**src/rtl/game2048_pkg.sv**
```systemverilog
// game2048_pkg: key codes seen by the 2048 game FSM and the keypad scanner state encoding.
package game2048_pkg;
    localparam logic [3:0] KEY_LEFT  = 4'h1;
    localparam logic [3:0] KEY_RIGHT = 4'h3;
    localparam logic [3:0] KEY_UP    = 4'h6;
    localparam logic [3:0] KEY_DOWN  = 4'h2;
    typedef enum logic [1:0] {SCAN, DEB_P, HELD, DEB_R} scan_state_e;
endpackage

```
**src/rtl/scan_tick_gen.sv**
```systemverilog
// scan_tick_gen: free-running prescaler emitting a one-clk tick every SCAN_DIV clocks.
module scan_tick_gen #(
    parameter int SCAN_DIV = 33000
) (
    input  logic clk,
    input  logic rst,
    output logic tick
);
    localparam int CW = $clog2(SCAN_DIV);
    logic [CW-1:0] cnt_q, cnt_d;
    assign tick  = cnt_q == CW'(SCAN_DIV - 1);
    assign cnt_d = tick ? '0 : cnt_q + 1'b1;
    always_ff @(posedge clk or negedge rst) begin
        if (!rst) cnt_q <= '0;
        else      cnt_q <= cnt_d;
    end
endmodule

```
**src/rtl/keypad_scan_debounce.sv**
```systemverilog
// keypad_scan_debounce: scans a 4x4 active-low matrix and debounces a single key into a code,
// a held level and press/release pulses.
module keypad_scan_debounce
    import game2048_pkg::*;
#(
    parameter int SCAN_DIV       = 33000,
    parameter int DEBOUNCE_TICKS = 20
) (
    input  logic       clk,
    input  logic       rst,
    output logic [3:0] row,
    input  logic [3:0] col,
    output logic [3:0] code,
    output logic       keydown,
    output logic       key_press,
    output logic       key_release
);
    localparam int DW = $clog2(DEBOUNCE_TICKS + 1);
    localparam logic [DW-1:0] DMAX = DW'(DEBOUNCE_TICKS);
    scan_state_e state_q, state_d;
    logic [1:0]    ridx_q, ridx_d, cidx_q, cidx_d, low_col;
    logic [DW-1:0] dcnt_q, dcnt_d, dinc;
    logic [3:0]    cs1_q, cs_q, code_q, code_d;
    logic          keydown_q, keydown_d, press_q, press_d, release_q, release_d;
    logic          tick, hit;

    scan_tick_gen #(.SCAN_DIV(SCAN_DIV)) u_tick (.clk(clk), .rst(rst), .tick(tick));

    assign low_col = !cs_q[0] ? 2'd0 : !cs_q[1] ? 2'd1 : !cs_q[2] ? 2'd2 : 2'd3;
    assign hit     = !cs_q[cidx_q];
    assign dinc    = dcnt_q == DMAX ? dcnt_q : dcnt_q + 1'b1;

    always_comb begin
        state_d   = state_q;
        ridx_d    = ridx_q;
        cidx_d    = cidx_q;
        dcnt_d    = dcnt_q;
        code_d    = code_q;
        keydown_d = keydown_q;
        press_d   = 1'b0;
        release_d = 1'b0;
        if (tick) begin
            case (state_q)
                SCAN:  if (cs_q == 4'hF) ridx_d = ridx_q + 2'd1;
                       else begin
                           cidx_d  = low_col;
                           dcnt_d  = DW'(1);
                           state_d = DEB_P;
                       end
                DEB_P: if (hit) dcnt_d = dinc;
                       else begin
                           ridx_d  = ridx_q + 2'd1;
                           state_d = SCAN;
                       end
                HELD:  if (!hit) begin
                           dcnt_d  = DW'(1);
                           state_d = DEB_R;
                       end
                DEB_R: if (hit) state_d = HELD;
                       else dcnt_d = dinc;
            endcase
            // Acceptance checks the updated count so DEBOUNCE_TICKS=1 resolves on the entry tick.
            if (state_d == DEB_P && dcnt_d == DMAX) begin
                code_d    = {ridx_q, cidx_d};
                keydown_d = 1'b1;
                press_d   = 1'b1;
                state_d   = HELD;
            end
            if (state_d == DEB_R && dcnt_d == DMAX) begin
                keydown_d = 1'b0;
                release_d = 1'b1;
                ridx_d    = ridx_q + 2'd1;
                state_d   = SCAN;
            end
        end
    end

    always_ff @(posedge clk or negedge rst) begin
        if (!rst) begin
            cs1_q     <= 4'hF;
            cs_q      <= 4'hF;
            state_q   <= SCAN;
            ridx_q    <= '0;
            cidx_q    <= '0;
            dcnt_q    <= '0;
            code_q    <= '0;
            keydown_q <= 1'b0;
            press_q   <= 1'b0;
            release_q <= 1'b0;
        end else begin
            cs1_q     <= col;
            cs_q      <= cs1_q;
            state_q   <= state_d;
            ridx_q    <= ridx_d;
            cidx_q    <= cidx_d;
            dcnt_q    <= dcnt_d;
            code_q    <= code_d;
            keydown_q <= keydown_d;
            press_q   <= press_d;
            release_q <= release_d;
        end
    end

    assign row         = ~(4'b0001 << ridx_q);
    assign code        = code_q;
    assign keydown     = keydown_q;
    assign key_press   = press_q;
    assign key_release = release_q;
endmodule
```
**config.mk**
```make
export PLATFORM = sky130hd
export DESIGN_NAME = keypad_scan_debounce
export DESIGN_NICKNAME = d
export VERILOG_FILES = /design/src/rtl/game2048_pkg.sv /design/src/rtl/scan_tick_gen.sv /design/src/rtl/keypad_scan_debounce.sv
export SDC_FILE = /design/constraint.sdc
export NUM_CORES = 1
export LEC_CHECK = 0
export CORE_ASPECT_RATIO = 0.6
export CORE_MARGIN = 4
export CORE_UTILIZATION = 52
export CTS_CLUSTER_DIAMETER = 150
export DETAILED_ROUTE_END_ITERATION = 7
export PLACE_DENSITY = 0.77
export SLEW_MARGIN = 10
export SYNTH_ARGS = -nofsm -noshare
export SYNTH_HDL_FRONTEND = slang
export SYNTH_HIERARCHICAL = 1
export SYNTH_SLANG_ARGS = --single-unit
```
**constraint.sdc**
```tcl
create_clock -name clk -period 2.5 [get_ports clk]
set_clock_uncertainty 0.05 [all_clocks]
set_input_delay 0.25 -clock clk [delete_from_list [all_inputs] [get_ports clk]]
set_output_delay 0.25 -clock clk [all_outputs]
set_load 0.05 [all_outputs]
```
==> impl_metrics.csv, run 1 <==
group,metric,value,unit
floorplan,dieWidth,93.2,µm
grt,use_met3,5.20,%
setup_path,startpoint_type,"flop",
detailed_routing,drtPass1Iterations,5,
setup_path,cpMaxStageDelayCell,"mux4_2",
timing,final-max-slew-violation-count,0,
grt,grt_antenna_before_repair,0,
grt,grt_first_pass_wirelength,8.97,mm
finish,layout.nets,291,
grt,globalRouteOverflowTotal,0,
synthesis,synth_edf_count,0,
synthesis,synth.top_cells.by_area,"dfrtp_1, dfstp_2, mux2_2",
synthesis,yosysWarnings,6,
setup_path,crit_path_frequent_cell,"buf_6",
timing,period_share,108,%
outcome,status,"complete, but fails checks",
clock_tree,clkTransAtPathRegs,0.08,ns
min_path,hold_path.class,"in -> async",
clock_tree,cts-root-buf,"clkbuf_8",
detailed_routing,drc,0,
grt,grt.busiest_layer,"met1",
synthesis,postSynth.asyncResetShare,100,%
clock_tree,holdBufCountCts,0,
timing,fmax,370,MHz
grt,grt_max_degree,43,
grt,grt_use_met2,29.0,%
floorplan,die_area,0.00551,mm²
finish,fillers,321,
synthesis,ys_seq_area_share,46.8,%
clock_tree,cts_made_buffers,5,
grt,grt_pass1_vias,1836,
clock_tree,cts.sinks,42,
floorplan,io_pins,17,
setup_path,path_class,"reg -> reg",
clock_tree,cts.htree.levels,2,
detailed_routing,drt-total-wl,5.27,mm
power_and_ir_drop,p_leak,1.29,nW
setup_path,cp-startpoint,"cidx_q[0]$_DFFE_PN0P_",
place,place_congestion,0.880,
synthesis,synth_top_area_share,37.5,%
power_and_ir_drop,p_int,0.932,mW
setup_path,critPathRequiredTime,2.63,ns
setup_path,slowest_delay,0.61,ns
floorplan,fp.coreArea,0.00417,mm²
power_and_ir_drop,switching_share,22.2,%
synthesis,synth_largest_area_cell,"dfrtp_1",
place,hpwlAfterDp,3.68,mm
clock_tree,cts_tree,"done",
finish,synthToLayoutAreaGrowth,27.6,%
floorplan,start_util,54.4,%
detailed_routing,antenna_left,0,
synthesis,synth_cell_types,44,
setup_path,end_kind,"flop",
setup_path,timing.rr.start,"cidx_q[0]$_DFFE_PN0P_",
detailed_routing,vias,1866,
timing,fin_ws,-0.202,ns
finish,antenna_cells,0,
detailed_routing,viasPerCell,5.50,
setup_path,worst-path-max-fanout,6,
synthesis,synthFlopType,"dfrtp_1",
timing,worstMarginPinSlew,0.912,ns
synthesis,synth_nets,239,
flow_run,maxCapViolCount,0,
timing,finalSetupViolCount,10,
floorplan,fp.dieH,59.1,µm
power_and_ir_drop,p_seq_share,58.0,%
setup_path,path_cells,"mux4_2, buf_6, a221oi_2, o211ai_1, or3_4, nor3_4, buf_6, mux2_4",
synthesis,synth_area,0.00227,mm²
timing,fin_crit,2.70,ns
place,place_ws,-0.292,ns
finish,final_cells,339,
synthesis,avgSynthCellArea,10.0,µm²
detailed_routing,first_iter_violations,139,
power_and_ir_drop,p_switching,0.266,mW
power_and_ir_drop,powerDensity,414,mW/mm²
clock_tree,clock_latency,0.30,ns
power_and_ir_drop,combPwrFrac,4.0,%
power_and_ir_drop,peakVddDrop,0.303,mV
power_and_ir_drop,clkPwrFrac,38.1,%
outcome,violations,"negative setup slack",
synthesis,synth.ff_latch_count,42,
finish,drive_gt1_share,29.7,%
floorplan,num_rows,18,
power_and_ir_drop,finalPower,1.20,mW
grt,met1_usage,32.8,%
synthesis,synthCells,226,
grt,grt_usage,21.3,%
setup_path,cp_data_arrival_time,2.83,ns
clock_tree,clock_path_buffers,2,
timing,rsz0062_at_grt,"true",
timing,hold_violations,0,
timing,slew_headroom,39.2,%
place,numPortBuffers,16,
timing,holdWs,0.0236,ns
detailed_routing,drt-wirelength-per-cell,15.6,µm
place,dpl.cell_count,323,
stage by stage:
step                cell area (µm²)  utilization, %  TNS (ns)
floorplan                      2270               -     -1.02
global placement               2630            63.2     -1.33
detailed placement             2630            63.2     -2.13
CTS                            2850            68.5     -1.41
global route                   2890            69.4     -2.24
finish                         2890            69.4     -1.29
synthesized netlist by cell type (all sizes together) (2+ instances only):
| library cell | count |
|---|---|
| dfrtp | 34 |
| nand2 | 22 |
| nor2 | 20 |
| inv | 14 |
| nand3 | 14 |
| o21ai | 13 |
| a21oi | 12 |
| mux2 | 9 |
| xnor2 | 9 |
| dfstp | 8 |
| nor3 | 8 |
| ha | 7 |
| clkbuf | 6 |
| nand4 | 6 |
| xor2 | 6 |
| buf | 5 |
| or3 | 3 |
| a221oi | 2 |
| a31oi | 2 |
| and4 | 2 |
| mux2i | 2 |
| nand2b | 2 |
| nor2b | 2 |
| o211ai | 2 |
| o21bai | 2 |
| or4 | 2 |
repair_timing:
| item | in CTS | in global routing |
|---|---|---|
| pin swaps | 6 | 4 |
| resized for setup | 18 | 4 |
| setup endpoints to repair | 11 | 11 |
| hold endpoints to repair | 0 | 0 |
| buffers inserted | 6 | 5 |
cell usage in the layout (no fill, tap or decap), drive strengths merged, types with 2 or more instances in the layout:
cell           instances
o211ai                 2
xnor2                  9
dfstp                  8
nand2b                 2
mux2                   9
nand2                 22
nand4                  6
o21bai                 2
a221oi                 2
or4                    2
nor2                  20
nor2b                  2
ha                     7
and4                   2
nor3                   8
clkdlybuf4s50         15
inv                   14
xor2                   6
a21oi                 12
o21ai                 13
mux2i                  2
or3                    3
clkbuf                 6
buf                   41
nand3                 14
dfrtp                 34
a31oi                  2
critical path: cells and delay by family (launching register included):
kind,cells,cell delay (ns)
AO/OA/AOI/OAI,2,0.39
AND/OR/NAND/NOR,2,0.54
flip-flops,1,0.38
multiplexers,2,0.91
buffers and inverters,2,0.31
area by class of cell:
cell class | instances | area [µm²] | area share, %
clock buffers | 6 | 82.6 | 2.85
clock inverters | 2 | 12.5 | 0.433
inverters | 14 | 52.6 | 1.82
multi-input cells | 159 | 1140 | 39.4
flip-flops and latches | 42 | 1060 | 36.7
well taps | 60 | 75.1 | 2.60
repair buffers | 56 | 470 | 16.3
logic make-up after synthesis:
group	Yosys count	share of synthesized area, %
simple gates	88	20.4
fa+ha+maj	7	3.86
buf+inv	25	7.01
flops	42	46.8
xor+xnor	15	5.79
compound gates	37	9.77
mux	12	6.35
routing by layer:
layer,up-vias,wire length [µm]
met5,-,0
met4,0,147
met3,24,323
met2,71,2180
met1,888,2620
li1,883,-
flip-flops by register name, indices dropped and copies added (netlist names):
register,count
u_tick/cnt_q,16
dcnt_q,5
code,4
cs1_q,4
cs_q,4
cidx_q,2
ridx_q,2
state_q,2
key_press,1
key_release,1
keydown,1
final timing paths:
check / endpoint / slack (ns) / depth (start not counted)
setup / recovery: code[2]$_DFFE_PN0P_ / -0.20 / 8
hold / removal: u_tick/cnt_q[3]$_DFF_PN0_ / 0.02 / 1
setup reg to reg: code[2]$_DFFE_PN0P_ / -0.20 / 8
hold reg to reg: cs_q[3]$_DFF_PN1_ / 0.31 / 0
max in group asynchronous: cidx_q[0]$_DFFE_PN0P_ / 1.80 / 1
min in group clk: cs_q[3]$_DFF_PN1_ / 0.31 / 0
power by group through the flow:
stage | registers [mW] | logic (mW) | clock network (mW)
global route | 0.695 | 0.0534 | 0.503
floorplan | 0.707 | 0.0166 | 0
CTS | 0.694 | 0.0467 | 0.466
detailed placement | 0.707 | 0.0425 | 0
finish | 0.694 | 0.0474 | 0.456
global placement | 0.707 | 0.0410 | 0
Note: power is estimated with default switching activity, not from simulation.
==> run 2, diff against run 1 <==
--- a/config.mk
+++ b/config.mk
@@ -8,10 +8,11 @@
 export CORE_ASPECT_RATIO = 0.6
 export CORE_MARGIN = 4
 export CORE_UTILIZATION = 52
+export CTS_BUF_LIST = sky130_fd_sc_hd__clkbuf_16
 export CTS_CLUSTER_DIAMETER = 150
 export DETAILED_ROUTE_END_ITERATION = 7
 export PLACE_DENSITY = 0.77
-export SLEW_MARGIN = 10
+export SLEW_MARGIN = 20
 export SYNTH_ARGS = -nofsm -noshare
 export SYNTH_HDL_FRONTEND = slang
 export SYNTH_HIERARCHICAL = 1
==> run 2 against run 1 <==
  * Utilization is 0.93 points higher
  * Clock-buffer cell count is 1 lower
  * Die area stayed put
  * Highest routed layer unchanged
  * Total power is 14% higher
  * The run still ends with negative setup slack left
  * Critical path depth stayed put
  * Routed wire length is 1.5% higher
==> impl_metrics.csv, run 2 (synthesis results as in run 1) <==
group,metric,value,unit
finish,layout.nets,290,
power_and_ir_drop,powerDensity,465,mW/mm²
clock_tree,cts.htree.levels,2,
setup_path,timing.rr.start,"cidx_q[0]$_DFFE_PN0P_",
clock_tree,cts_made_buffers,5,
outcome,status,"complete, but fails checks",
place,place_congestion,0.880,
timing,worstMarginPinSlew,0.905,ns
setup_path,cp_data_arrival_time,2.81,ns
floorplan,num_rows,18,
clock_tree,clkTransAtPathRegs,0.06,ns
setup_path,startpoint_type,"flop",
place,dpl.cell_count,323,
place,numPortBuffers,16,
grt,grt_max_degree,43,
timing,period_share,108,%
grt,grt_pass1_vias,1861,
detailed_routing,drt-wirelength-per-cell,15.8,µm
setup_path,critPathRequiredTime,2.61,ns
clock_tree,clock_latency,0.28,ns
floorplan,io_pins,17,
timing,holdWs,0.0427,ns
detailed_routing,viasPerCell,5.52,
timing,fmax,370,MHz
detailed_routing,vias,1865,
floorplan,fp.coreArea,0.00417,mm²
finish,drive_gt1_share,29.1,%
setup_path,r2r-end,"code[2]$_DFFE_PN0P_",
timing,final-max-slew-violation-count,0,
finish,top_register,"u_tick/cnt_q",
min_path,hold_path.class,"in -> async",
finish,largestRegisters,"u_tick/cnt_q x16, dcnt_q x5",
finish,synthToLayoutAreaGrowth,29.3,%
timing,fin_crit,2.70,ns
power_and_ir_drop,p_leak,1.31,nW
grt,grt_first_pass_wirelength,9.14,mm
timing,hold_violations,0,
floorplan,dieWidth,93.2,µm
flow_run,maxCapViolCount,0,
setup_path,r2r_slack,-0.20,ns
finish,fillers,310,
setup_path,path_class,"reg -> reg",
grt,grt_usage,21.6,%
floorplan,start_util,54.4,%
finish,final_cells,338,
detailed_routing,first_iter_violations,126,
place,hpwlAfterDp,3.68,mm
finish,antenna_cells,0,
setup_path,worst-path-max-fanout,6,
grt,grt_antenna_before_repair,0,
detailed_routing,drtPass1Iterations,5,
detailed_routing,drt-total-wl,5.35,mm
clock_tree,cts.sinks,42,
finish,final_common_cell,"buf_4",
grt,globalRouteOverflowTotal,0,
finish,final_cell_mix,"buf_4, dfrtp_1, nand2_1",
clock_tree,cts_tree,"done",
timing,rsz0062_at_grt,"true",
outcome,violations,"negative setup slack",
clock_tree,clock_path_buffers,2,
setup_path,end_kind,"flop",
timing,fin_ws,-0.200,ns
timing,slew_headroom,39.7,%
setup_path,r2r_cells,8,
timing,finalSetupViolCount,10,
clock_tree,cts-root-buf,"clkbuf_16",
floorplan,fp.dieH,59.1,µm
detailed_routing,drc,0,
detailed_routing,antenna_left,0,
finish,largest_reg_flops,16,
power_and_ir_drop,peakVddDrop,0.353,mV
floorplan,die_area,0.00551,mm²
finish,utilization,70.4,%
setup_path,cp-startpoint,"cidx_q[0]$_DFFE_PN0P_",
[run 2: cell types whose count changed in the layout (fill, tap and decap cells not counted), sizes merged]
cell	before	now
clkbuf	6	5
clkinv	1	2
buf	41	40
[run 2: area by class of cell]
cell class	count	area, µm²	share of cell area [%]
Clock inverter	3	16.3	0.555
Sequential cell	42	1060	36.2
Multi-Input combinational cell	159	1140	38.8
Inverter	14	52.6	1.79
Clock buffer	5	125	4.27
Tap cell	60	75.1	2.56
Timing Repair Buffer	55	463	15.8
[run 2: worst max-delay path: stages (launching register included)]
cell      delay (ns)
dfrtp_1         0.37
mux4_2          0.61
buf_4           0.18
o211ai_1        0.17
a31oi_1         0.14
or3_4           0.45
nor3_4          0.14
buf_6           0.16
mux2_4          0.31
[run 2: metrics by stage]
stage	cell area [µm²]	power [mW]	TNS, ns	worst slack, ns
after global placement	2630	0.748	-1.33	-0.235
final	2930	1.36	-1.27	-0.200
after detailed placement	2630	0.750	-2.13	-0.292
after CTS	2900	1.37	-1.38	-0.205
after floorplan	2270	0.723	-1.02	-0.208
after global routing	2930	1.42	-2.23	-0.289
[run 2: report_power, final]
part           internal, mW  total, mW  switching (mW)  leakage (nW)
clock                 0.364      0.622           0.257        0.0672
sequential            0.692      0.695         0.00358         0.545
combinational        0.0199     0.0473          0.0274         0.695
total                  1.08       1.36           0.288          1.31
[run 2: metal layers]
metal | track usage, % | wire (µm)
met5 | 0 | 0
met4 | 5.85 | 71
met3 | 5.46 | 383
met2 | 30.7 | 2330
met1 | 32.8 | 2560
[run 2: how the worst max path moves through the flow]
stage	endpoint	cells past startpoint
after global placement	keydown$_DFFE_PN0P_	9
after global routing	code[2]$_DFFE_PN0P_	8
after detailed placement	code[0]$_DFFE_PN0P_	7
final	code[2]$_DFFE_PN0P_	8
after CTS	code[0]$_DFFE_PN0P_	8
after floorplan	code[0]$_DFFE_PN0P_	9
[run 2: what timing repair did]
action | CTS | global route
buffers inserted | 6 | 4
hold buffers | 0 | 0
pin swaps | 6 | 4
gates resized for setup | 18 | 4
endpoints found under the setup margin | 11 | 11
==> run 3, diff against run 2 <==
--- a/config.mk
+++ b/config.mk
@@ -12,6 +12,7 @@
 export CTS_CLUSTER_DIAMETER = 150
 export DETAILED_ROUTE_END_ITERATION = 7
 export PLACE_DENSITY = 0.77
+export REMOVE_ABC_BUFFERS = 1
 export SLEW_MARGIN = 20
 export SYNTH_ARGS = -nofsm -noshare
 export SYNTH_HDL_FRONTEND = slang
==> run 3 against run 2 <==
  * Critical path depth is the same
  * Critical path type unchanged
  * Fmax grew 0.29%
  * Largest power group unchanged
  * The flow still finishes with violations (negative setup slack)
  * Critical endpoint unchanged
  * Via count is 0.11% lower
==> impl_metrics.csv, run 3 (synthesis results as in run 1) <==
group,metric,value,unit
timing,period_share,108,%
detailed_routing,viasPerCell,5.48,
setup_path,startpoint_type,"flop",
grt,grt_pass1_vias,1687,
floorplan,fp.dieH,59.1,µm
finish,antenna_cells,0,
setup_path,slowest_delay,0.62,ns
setup_path,worst-path-max-fanout,5,
power_and_ir_drop,p_seq_share,51.4,%
clock_tree,clock_path_buffers,2,
setup_path,cpMaxStageDelayCell,"mux4_2",
clock_tree,cts.htree.levels,2,
clock_tree,cts.sinks,42,
timing,hold_violations,0,
finish,layout.nets,292,
setup_path,path_class,"reg -> reg",
timing,worstMarginPinSlew,0.922,ns
detailed_routing,met3_length,447,µm
floorplan,start_util,54.4,%
floorplan,io_pins,17,
detailed_routing,met1_length,2.55,mm
finish,final_cells,340,
detailed_routing,first_iter_violations,92,
clock_tree,cts-root-buf,"clkbuf_16",
timing,fin_ws,-0.192,ns
finish,utilization,70.9,%
detailed_routing,dr.max_layer_used,"met4",
detailed_routing,antenna_left,0,
outcome,status,"complete, but fails checks",
finish,final_cell_mix,"buf_4, dfrtp_1, nand2_1",
power_and_ir_drop,powerDensity,459,mW/mm²
timing,finalSetupViolCount,10,
timing,fin_crit,2.69,ns
place,dpl.cell_count,325,
setup_path,end_kind,"flop",
finish,largest_reg_flops,16,
grt,globalRouteOverflowTotal,0,
detailed_routing,drt-wirelength-per-cell,15.3,µm
place,numPortBuffers,16,
floorplan,dieWidth,93.2,µm
detailed_routing,drt-total-wl,5.22,mm
floorplan,die_area,0.00551,mm²
timing,slew_headroom,38.5,%
setup_path,cp_data_arrival_time,2.81,ns
timing,fmax,371,MHz
power_and_ir_drop,combPwrFrac,3.6,%
flow_run,maxCapViolCount,0,
clock_tree,clock_latency,0.28,ns
power_and_ir_drop,p_leak,1.32,nW
power_and_ir_drop,switching_share,20.6,%
finish,fillers,290,
finish,drive_gt1_share,29.3,%
floorplan,num_rows,18,
finish,top_register,"u_tick/cnt_q",
place,place_congestion,0.897,
outcome,violations,"negative setup slack",
detailed_routing,drc,0,
floorplan,fp.coreArea,0.00417,mm²
detailed_routing,route.met2.wl,2.18,mm
clock_tree,clkTransAtPathRegs,0.06,ns
grt,grt_first_pass_wirelength,8.53,mm
timing,rsz0062_at_grt,"true",
detailed_routing,vias,1863,
power_and_ir_drop,p_int,1.08,mW
clock_tree,cts_tree,"done",
timing,final-max-slew-violation-count,0,
power_and_ir_drop,clkPwrFrac,45.1,%
setup_path,path_cells,"mux4_2, xnor2_2, a21oi_1, o31a_1, or2_4, nor3_4, buf_6, mux2_4",
grt,grt_usage,20.2,%
place,hpwlAfterDp,3.45,mm
finish,final_common_cell,"buf_4",
grt,grt_max_degree,43,
power_and_ir_drop,peakVddDrop,0.412,mV
power_and_ir_drop,p_switching,0.280,mW
finish,largestRegisters,"u_tick/cnt_q x16, dcnt_q x5",
clock_tree,cts_made_buffers,5,
detailed_routing,drtPass1Iterations,5,
finish,synthToLayoutAreaGrowth,30.2,%
setup_path,crit_buf_inv,1,
grt,grt_antenna_before_repair,0,
setup_path,crit_family,"multiplexers",
min_path,hold_path.class,"in -> async",
setup_path,critPathRequiredTime,2.61,ns
[run 3: power by group through the flow]
stage               sequential [mW]  combinational, mW  clock, mW
floorplan                     0.707             0.0122          0
global placement              0.706             0.0435          0
detailed placement            0.706             0.0441          0
CTS                           0.696             0.0489      0.620
global route                  0.696             0.0543      0.657
finish                        0.696             0.0487      0.610
[run 3: metal layers]
layer | vias to the layer above | GRT usage [%]
met1 | 881 | 31.1
li1 | 895 | -
met3 | 2 | 4.19
met5 | - | 0
met4 | 0 | 5.85
met2 | 85 | 28.7
[run 3: stage by stage]
step                      power, mW  hold slack (ns)  worst slack, ns  cell area, µm²  TNS (ns)
after floorplan               0.719          -0.0956           -0.212            2160     -1.04
after global placement        0.749            0.296           -0.193            2650     -1.11
after detailed placement      0.750            0.297           -0.255            2650     -1.48
after CTS                      1.36           0.0776           -0.156            2910    -0.718
after global routing           1.41            0.130           -0.294            2950     -2.37
final                          1.35           0.0498           -0.192            2950     -1.29
[run 3: worst paths after layout]
check | endpoint | cells after the start | from | slack [ns]
worst max-delay path | code[2]$_DFFE_PN0P_ | 8 | cidx_q[0]$_DFFE_PN0P_ | -0.19
worst min-delay path | u_tick/cnt_q[11]$_DFF_PN0_ | 1 | rst | 0.05
worst max register to register | code[2]$_DFFE_PN0P_ | 8 | cidx_q[0]$_DFFE_PN0P_ | -0.19
worst min register to register | cs_q[2]$_DFF_PN1_ | 0 | cs1_q[2]$_DFF_PN1_ | 0.30
max in group asynchronous | cidx_q[0]$_DFFE_PN0P_ | 1 | rst | 1.77
min in group clk | cs_q[2]$_DFF_PN1_ | 0 | cs1_q[2]$_DFF_PN1_ | 0.30
[run 3: cell type report]
cell class / count / area, µm² / share of cell area (%)
Clock buffer: 5 / 125 / 4.24
Timing Repair Buffer: 56 / 474 / 16.1
Tap cell: 60 / 75.1 / 2.54
Inverter: 14 / 52.6 / 1.78
Clock inverter: 3 / 13.8 / 0.466
Multi-Input combinational cell: 160 / 1150 / 39.0
Sequential cell: 42 / 1060 / 35.9
[run 3: timing repair]
item,CTS,global route
endpoints found under the setup margin,11,10
hold buffers,0,0
pin swaps,3,4
setup buffers,4,2
gates cloned,1,0
resized for setup,17,5
[run 3: worst register-to-register path: stages, from the launching register on]
cell and delay (ns):
dfrtp_1 0.41, mux4_2 0.62, xnor2_2 0.21, a21oi_1 0.09, o31a_1 0.29, or2_4 0.26, nor3_4 0.21, buf_6 0.15
mux2_4 0.30
